**config.mk**
```make
export PLATFORM = sky130hd
export DESIGN_NAME = keygen_arbiter
export DESIGN_NICKNAME = d
export VERILOG_FILES = /design/src/rtl/keygen_arbiter.sv
export SDC_FILE = /design/constraint.sdc
export NUM_CORES = 1
export LEC_CHECK = 0
export CORE_AREA = 5 5 87 89
export DETAILED_ROUTE_END_ITERATION = 8
export DIE_AREA = 0 0 92 94
export PLACE_DENSITY = 0.69
export SYNTH_ARGS = -nofsm -noshare
export SYNTH_HDL_FRONTEND = slang
export SYNTH_SLANG_ARGS = --single-unit
```
**constraint.sdc**
```tcl
create_clock -name clk -period 2.25 [get_ports clk]
set_input_delay 0.45 -clock clk [delete_from_list [all_inputs] [get_ports clk]]
set_output_delay 0.45 -clock clk [all_outputs]
set_load 0.02 [all_outputs]
```
**src/rtl/keygen_arbiter.sv**
```systemverilog
// Two-requester round-robin front end for a single KeyGen datapath.
// One operation in flight. Operands below 2 are rejected without starting KeyGen.
module keygen_arbiter #(
  parameter int unsigned TIMEOUT = 4096
) (
  input  logic       clk,
  input  logic       rst,
  input  logic       req0_valid,
  input  logic [7:0] req0_p,
  input  logic [7:0] req0_q,
  output logic       req0_ready,
  output logic       rsp0_valid,
  output logic [7:0] rsp0_e,
  output logic       rsp0_err,
  input  logic       req1_valid,
  input  logic [7:0] req1_p,
  input  logic [7:0] req1_q,
  output logic       req1_ready,
  output logic       rsp1_valid,
  output logic [7:0] rsp1_e,
  output logic       rsp1_err,
  output logic       kg_start,
  output logic [7:0] kg_p,
  output logic [7:0] kg_q,
  input  logic [7:0] kg_e,
  input  logic       kg_finish,
  output logic       busy,
  output logic       grant_id
);

  localparam logic [15:0] TimeoutLast = 16'(TIMEOUT - 1);

  typedef enum logic [1:0] {StIdle, StLaunch, StWait, StResp} state_e;

  state_e      r_state, w_state_d;
  logic [15:0] r_cnt, w_cnt_d;
  logic [7:0]  r_p, w_p_d;
  logic [7:0]  r_q, w_q_d;
  logic [7:0]  r_e, w_e_d;
  logic        r_err, w_err_d;
  logic        r_grant, w_grant_d;
  logic        r_last, w_last_d;
  // High for the cycle after reset so no requester is strobed while outputs must read 0.
  logic        r_hold;
  logic        w_accept;
  logic        w_pick;
  logic [7:0]  w_sel_p;
  logic [7:0]  w_sel_q;

  always_ff @(posedge clk) begin
    if (rst) begin
      r_state <= StIdle;
      r_cnt   <= '0;
      r_p     <= '0;
      r_q     <= '0;
      r_e     <= '0;
      r_err   <= 1'b0;
      r_grant <= 1'b0;
      r_last  <= 1'b1;
      r_hold  <= 1'b1;
    end else begin
      r_state <= w_state_d;
      r_cnt   <= w_cnt_d;
      r_p     <= w_p_d;
      r_q     <= w_q_d;
      r_e     <= w_e_d;
      r_err   <= w_err_d;
      r_grant <= w_grant_d;
      r_last  <= w_last_d;
      r_hold  <= 1'b0;
    end
  end

  // Contention goes to whoever was not served last; otherwise the lone requester.
  assign w_pick  = (req0_valid && req1_valid) ? ~r_last : ~req0_valid;
  assign w_sel_p = w_pick ? req1_p : req0_p;
  assign w_sel_q = w_pick ? req1_q : req0_q;

  always_comb begin
    w_state_d = r_state;
    w_cnt_d   = r_cnt;
    w_p_d     = r_p;
    w_q_d     = r_q;
    w_e_d     = r_e;
    w_err_d   = r_err;
    w_grant_d = r_grant;
    w_last_d  = r_last;
    w_accept  = 1'b0;
    unique case (r_state)
      StIdle: begin
        if ((req0_valid || req1_valid) && !r_hold && !rst) begin
          w_accept  = 1'b1;
          w_grant_d = w_pick;
          w_p_d     = w_sel_p;
          w_q_d     = w_sel_q;
          if (w_sel_p < 8'd2 || w_sel_q < 8'd2) begin
            w_e_d     = 8'd0;
            w_err_d   = 1'b1;
            w_state_d = StResp;
          end else begin
            w_state_d = StLaunch;
          end
        end
      end
      StLaunch: begin
        w_cnt_d   = '0;
        w_state_d = StWait;
      end
      StWait: begin
        if (kg_finish) begin
          w_e_d     = kg_e;
          w_err_d   = 1'b0;
          w_state_d = StResp;
        end else if (r_cnt == TimeoutLast) begin
          w_e_d     = 8'd0;
          w_err_d   = 1'b1;
          w_state_d = StResp;
        end else begin
          w_cnt_d = r_cnt + 16'd1;
        end
      end
      StResp: begin
        w_last_d  = r_grant;
        w_state_d = StIdle;
      end
      default: w_state_d = StIdle;
    endcase
  end

  always_comb begin
    req0_ready = w_accept && !w_pick;
    req1_ready = w_accept && w_pick;
    rsp0_valid = (r_state == StResp) && !r_grant;
    rsp1_valid = (r_state == StResp) && r_grant;
    rsp0_e     = rsp0_valid ? r_e : 8'd0;
    rsp0_err   = rsp0_valid && r_err;
    rsp1_e     = rsp1_valid ? r_e : 8'd0;
    rsp1_err   = rsp1_valid && r_err;
    kg_start   = (r_state == StLaunch);
    kg_p       = kg_start ? r_p : 8'd0;
    kg_q       = kg_start ? r_q : 8'd0;
    busy       = (r_state != StIdle);
    grant_id   = r_grant;
  end

endmodule

```
== Word level (Yosys, flattened, before mapping) ==
Index checks and enable logic that the tools add are counted.
Widths: inputs -> output; s select.

* Register bits: 46
* Latch bits: 0
* RAM bits: 0
* Bits in read-only memories: 0
* Input bits: 45
* Output and inout port bits: 41
* Word-level logic and storage cells: 74
* Memories: 0

* Add/sub/neg operators: 1
* Multipliers: 0
* Div/mod/pow operators: 0
* Magnitude comparators: 2
* Equality and inequality tests: 9
* Shift operators: 0
* Multiplexer cells: 28
* Bitwise logic cells: 2
* Reduce and logical (&&, ||, !) cells: 23

{| class="wikitable"
|+ Operators with widths
! cell !! count
|-
| $mux 8 || 10
|-
| $mux 16 || 2
|-
| $pmux 16 s2 || 1
|-
| $add 16x1->16 const B || 1
|-
| $eq 16x12->1 const B || 1
|-
| $lt 8x2->1 const B || 2
|-
| $pmux 8 s2 || 1
|-
| $logic_and 1x1->1 || 9
|-
| $mux 1 || 8
|-
| $mux 2 || 4
|-
| $ne 2x2->1 const B || 4
|-
| $pmux 2 s4 || 1
|-
| $reduce_bool 2->1 || 3
|-
| $eq 2x2->1 const B || 2
|-
| $logic_not 1->1 || 4
|-
| $reduce_and 2->1 || 2
|-
| $reduce_and 4->1 || 1
|-
| $ne 3x3->1 const B || 1
|-
| $reduce_and 3->1 || 1
|-
| $eq 2x1->1 const B || 1
|-
| $logic_not 2->1 || 1
|-
| $logic_or 1x1->1 || 2
|-
| $not 1->1 || 2
|-
| $pmux 1 s2 || 1
|}

== Depth between registers and ports, before layout ==
Gate-level depths: netlist of run 1.

* Depth after elaboration: 8
* Gate-level depth with buffers: 8
* Gate-level depth less buffers: 7

== Worst setup path after synthesis of run 1 ==
Ideal clock, no wire load.

* Kind: input -> output
* From: input port req1_valid
* To: output port req1_ready
* Arrival time: 1539 ps
* Required time: 1800 ps
* Setup slack: 261 ps
* Stages: 5
* Path buffers: 2
* Cell sequence: inv_1 o21ai_0 buf_4 buf_2 and3_1

* Word-level cells in the longest chain between the ends: 6
* Elaborated cells on any way between the ends: 8
* Classes of those cells: mux: 3; reduce/logical: 5

{| class="wikitable"
|+ RTL lines
! item !! RTL line !! text
|-
| from (decl) || 15 || <nowiki>input logic req1_valid,</nowiki>
|-
| $logic_or 1x1->1 || 91 || <nowiki>if ((req0_valid || req1_valid) && !r_hold && !rst) begin</nowiki>
|-
| $logic_and 1x1->1 (2 in a row) || 91 ||
|-
| $mux 1 || 91 ||
|-
| $mux 1 || 89 || <nowiki>unique case (r_state)</nowiki>
|-
| $logic_and 1x1->1 (*) || 132 || <nowiki>req1_ready = w_accept && w_pick;</nowiki>
|-
| to (decl) || 18 || <nowiki>output logic req1_ready,</nowiki>
|}

Mark *: on every way between the ends. The rest lies on a longest branch, timed or not.

== Worst setup path in the final report of run 1 ==
* From: input port req0_valid
* To: output port req0_ready

* Word-level cells in the longest chain between the ends: 6
* Elaborated cells on any way between the ends: 10
* Classes of those cells: mux: 3; bitwise: 1; reduce/logical: 6

{| class="wikitable"
|+ RTL lines
! item !! RTL line !! text
|-
| from (decl) || 8 || <nowiki>input logic req0_valid,</nowiki>
|-
| $logic_or 1x1->1 || 91 ||
|-
| $logic_and 1x1->1 (2 in a row) || 91 ||
|-
| $mux 1 || 91 ||
|-
| $mux 1 || 89 ||
|-
| $logic_and 1x1->1 (*) || 131 || <nowiki>req0_ready = w_accept && !w_pick;</nowiki>
|-
| to (decl) || 11 || <nowiki>output logic req0_ready,</nowiki>
|}

Marks and branches as above.

==> summary.md, run 1 <==
| Metric | Value |
|---|---|
| Clock Latency Late Sink | just under 0.3 ns |
| Combinational share of power | between 30% and 40% |
| Worst-margin pin slew | just over 0.5 ns |
| Max H-tree Level | 2 |
| Overflow after GRT | 0 |
| Die Span X | between 90 and 100 um |
| Filler cells | 650 |
| GR Util All Layers | 16.7% |
| Critical Path Start | req0_valid |
| Post CTS Setup Buffer Count | 0 |
| Final #Nets | about 460 |
| Syn Inst Count | ~310 |
| Crit-path max cell delay | 0.48 ns |
| Row Count | 30 |
| Seq/Total Area, Yosys | 35.1% |
| Initial Utilization | 39.3% |
| Post-synth EDFFs | 0 |
| Hold wc startpoint | r_p[4] |
| Diodes inserted | 0 |
| Worst slew margin | roughly 65% |
| CTS Sinks | 46 |
| WP data arrival | approximately 1.7 ns |
| Finish-stage setup viols | 0 |
| Crit Reg-Reg Startpoint | r_cnt[0] |
| Die Y-Extent | 94 um |
| Pleak | ~1.6 nW |
| Status | completed |
| Fraction of registers with async set/reset | 0% |
| P_int | 0.00156 W |
| Final count of hold timing violations | 0 |
| Largest net degree at the start of global routing | 34 |
| Tmin final | 2.15 ns |
| Slew Limit Fails | 0 |
| Clock power share | a little over a fifth |
| First DRT Iteration DRCs | between 100 and 150 |
| First-pass GRT wire length | roughly 12 mm |
| Reg power frac | roughly 39% |
| Worst Hold Class | reg2reg |
| Sw Pwr | between 0.0008 and 0.0009 W |
| Yosys Warn Count | 0 |
| Startpoint Class | primary input |
| Vias in the first global route | 2514 |
| Critical Path End Type | output port |
| Die area | 8650 um2 |
| Synth Cell Area | 2620 um2 |
| I/O pin cnt | 86 |
| Max VDD drop | ~300 uV |
| Drt wl/cell | between 10 and 15 um |
| CTS tree | yes |
| Syn_area_per_cell | approximately 8.4 um2 |
| CP max-delay cell | clkdlybuf4s50_1 |
| I/O Buffers | 85 |
| Synthesized flop and latch total | 46 |
| Most used cell, CP | nor2_1 |
| Critical Path RT | ~1.8 ns |
| Post-Place Setup Slack | -0.269 ns |
| Synth top area share | around a third |
| Clock transition at path regs | ~0.08 ns |
| CP top delay family | buffers and inverters |
| Number of library cell types mapped by synthesis | 43 |
| Initial antenna violation count | 0 |
| Drt first pass iters | 4 |
| Switching portion of total power | 35.9% |
| Syn Nets | 362 |
| Prevailing post-synth register cell | dfxtp_1 |
| Area growth, synth to finish | 41.8% |
| CP Cell Sequence | clkdlybuf4s50_1 > nor2_1 > nor3_2 > nand2_1 > nor2_1 > dlygate4sd2_1 |
| CTS buffer count | 5 |
| Core area | between 6000 and 7000 um2 |
| Final WS setup | 0.0974 ns |
| Setup CP Type | in2out |
| Via density | roughly 5.2 |
| CTS max path bufs | 2 |
| Power Dens Cells | approximately 650 nW/um2 |
| Fmax | between 0.4 and 0.5 GHz |
| RSZ-0062 raised after global routing | no |
| Worst Hold Slack | roughly 0.49 ns |
| Crit share post-route | roughly 96% |
| Post-synth top area cell | dfxtp_1 |
| Number of buffers and inverters on the critical path | 2 |
| Via count | around 2500 |
| Routed wire length | roughly 7.1 mm |
| Drc violations | 0 |
| Most frequent cells in the layout | dfxtp_1 (45), clkdlybuf4s50_1 (45), dlygate4sd2_1 (31) |
| Final ANT Viol Nets | 0 |
| GP Congestion | a little under 0.8 |
| Root buffer cell | clkbuf_8 |
| Max-Cap Viols | 0 |
| Top cells by area, synth | dfxtp_1 (35%), mux2i_1 (6.5%), and2_1 (6.4%) |
| Hold buffer count at cts | 0 |
| Critical Path Fanout Max | 2 |
| Ratio of cells with drive above 1 in the final layout | 10.3% |
| Worst Clk Skew | around 0.0042 ns |
| Final HPWL DP | 5.29 mm |
==> synth_stat cells (all sizes together) (2+ instances only) <==
cell type	number
nor4	4
buf	6
nor3	8
ha	6
and4	3
nand2	13
a31oi	8
dfxtp	46
nand3	16
and2	27
clkbuf	13
a211oi	3
a41o	2
a21boi	2
mux2i	17
o211ai	2
nand3b	14
inv	7
a21o	9
and3	13
o21ai	18
nor2b	8
nor2	29
xor2	8
a21oi	13
xnor2	6
==> metrics by stage <==
stage	area (um2)	std cells	setup TNS, ns	total power, W	util [%]
2_1_floorplan	2620	311	0	0.00154	-
3_3_place_gp	3660	479	-1.93	0.00193	54.8
3_5_place_dp	3660	479	-2.47	0.00195	54.8
4_1_cts	3710	487	0	0.00246	55.5
5_1_grt	3720	487	0	0.00259	55.7
6_report	3720	487	0	0.00243	55.7
==> power by group through the flow <==
| stage | Sequential, W | Combinational (W) | Clock, W |
|---|---|---|---|
| after floorplan | 0.000960 | 0.000581 | 0 |
| after global placement | 0.000970 | 0.000959 | 0 |
| after detailed placement | 0.000974 | 0.000977 | 0 |
| after CTS | 0.000956 | 0.000954 | 0.000551 |
| after global routing | 0.000968 | 0.00105 | 0.000580 |
| final | 0.000958 | 0.000949 | 0.000522 |
==> registers in the layout, summed over array words and instances, names as in the netlist <==
register  cells
grant_id      1
r_p           8
r_hold        1
r_last        1
r_q           8
r_cnt        16
r_err         1
r_state       2
r_e           8
==> area by class of cell <==
cell class                 instances  area, um2  share of cell area, %
tap                               80        100                   2.69
sequential                        46        922                   24.8
multi-input combinational        239       1590                   42.8
clock buffer                       6       82.6                   2.22
clock inverter                     2       12.5                  0.336
inverter                           7       26.3                  0.707
timing repair buffer             107        982                   26.4
==> worst min-delay path, delay by kind of cell, from the launching register on <==
kind	cells	cell delay, ns
AND/OR/NAND/NOR	1	0.07
flip-flops	1	0.32
AO/OA/AOI/OAI	1	0.06
==> repair_timing <==
item                       in CTS  in global routing
gates resized for setup        40                 13
hold endpoints to repair        0                  0
setup endpoints to repair      39                 13
==> layer usage <==
layer  GRT usage, %  part of all wire (%)  routed length [um]  up-vias
met4           4.21                   1.2                  86        0
met5              0                     0                   0        -
met2           29.0                    48                3440       61
met1           20.9                    45                3220     1189
li1               -                     -                   -     1291
met3           3.85                   5.1                 366        7
==> kinds of logic after synthesis <==
| group | after synthesis | share of synthesized area [%] |
|---|---|---|
| buf+inv | 26 | 4.48 |
| mux | 18 | 7.06 |
| flops | 46 | 35.1 |
| compound gates | 64 | 16.6 |
| simple gates | 137 | 29.2 |
| xor+xnor | 14 | 4.68 |
| fa+ha+maj | 6 | 2.86 |
==> final timing paths <==
| check | endpoint | slack (ns) | depth (start not counted) |
|---|---|---|---|
| worst min register to register | r_p[4] | 0.49 | 2 |
| worst max-delay path | req0_ready | 0.1 | 6 |
| worst max register to register | r_err | 0.18 | 7 |
| worst min-delay path | r_p[4] | 0.49 | 2 |
Power figures use the tool's default switching activity.
==> run 2, diff against run 1 <==
- SLEW_MARGIN: not set -> 15
==> results of run 2 <==
Same layout as run 1: the final DEF is identical, and so are final timing and power.
==> run 3, diff against run 2 <==
- SLEW_MARGIN: 15 -> 20
==> results of run 3 <==
Same layout as run 1: the final DEF is identical, and so are final timing and power.
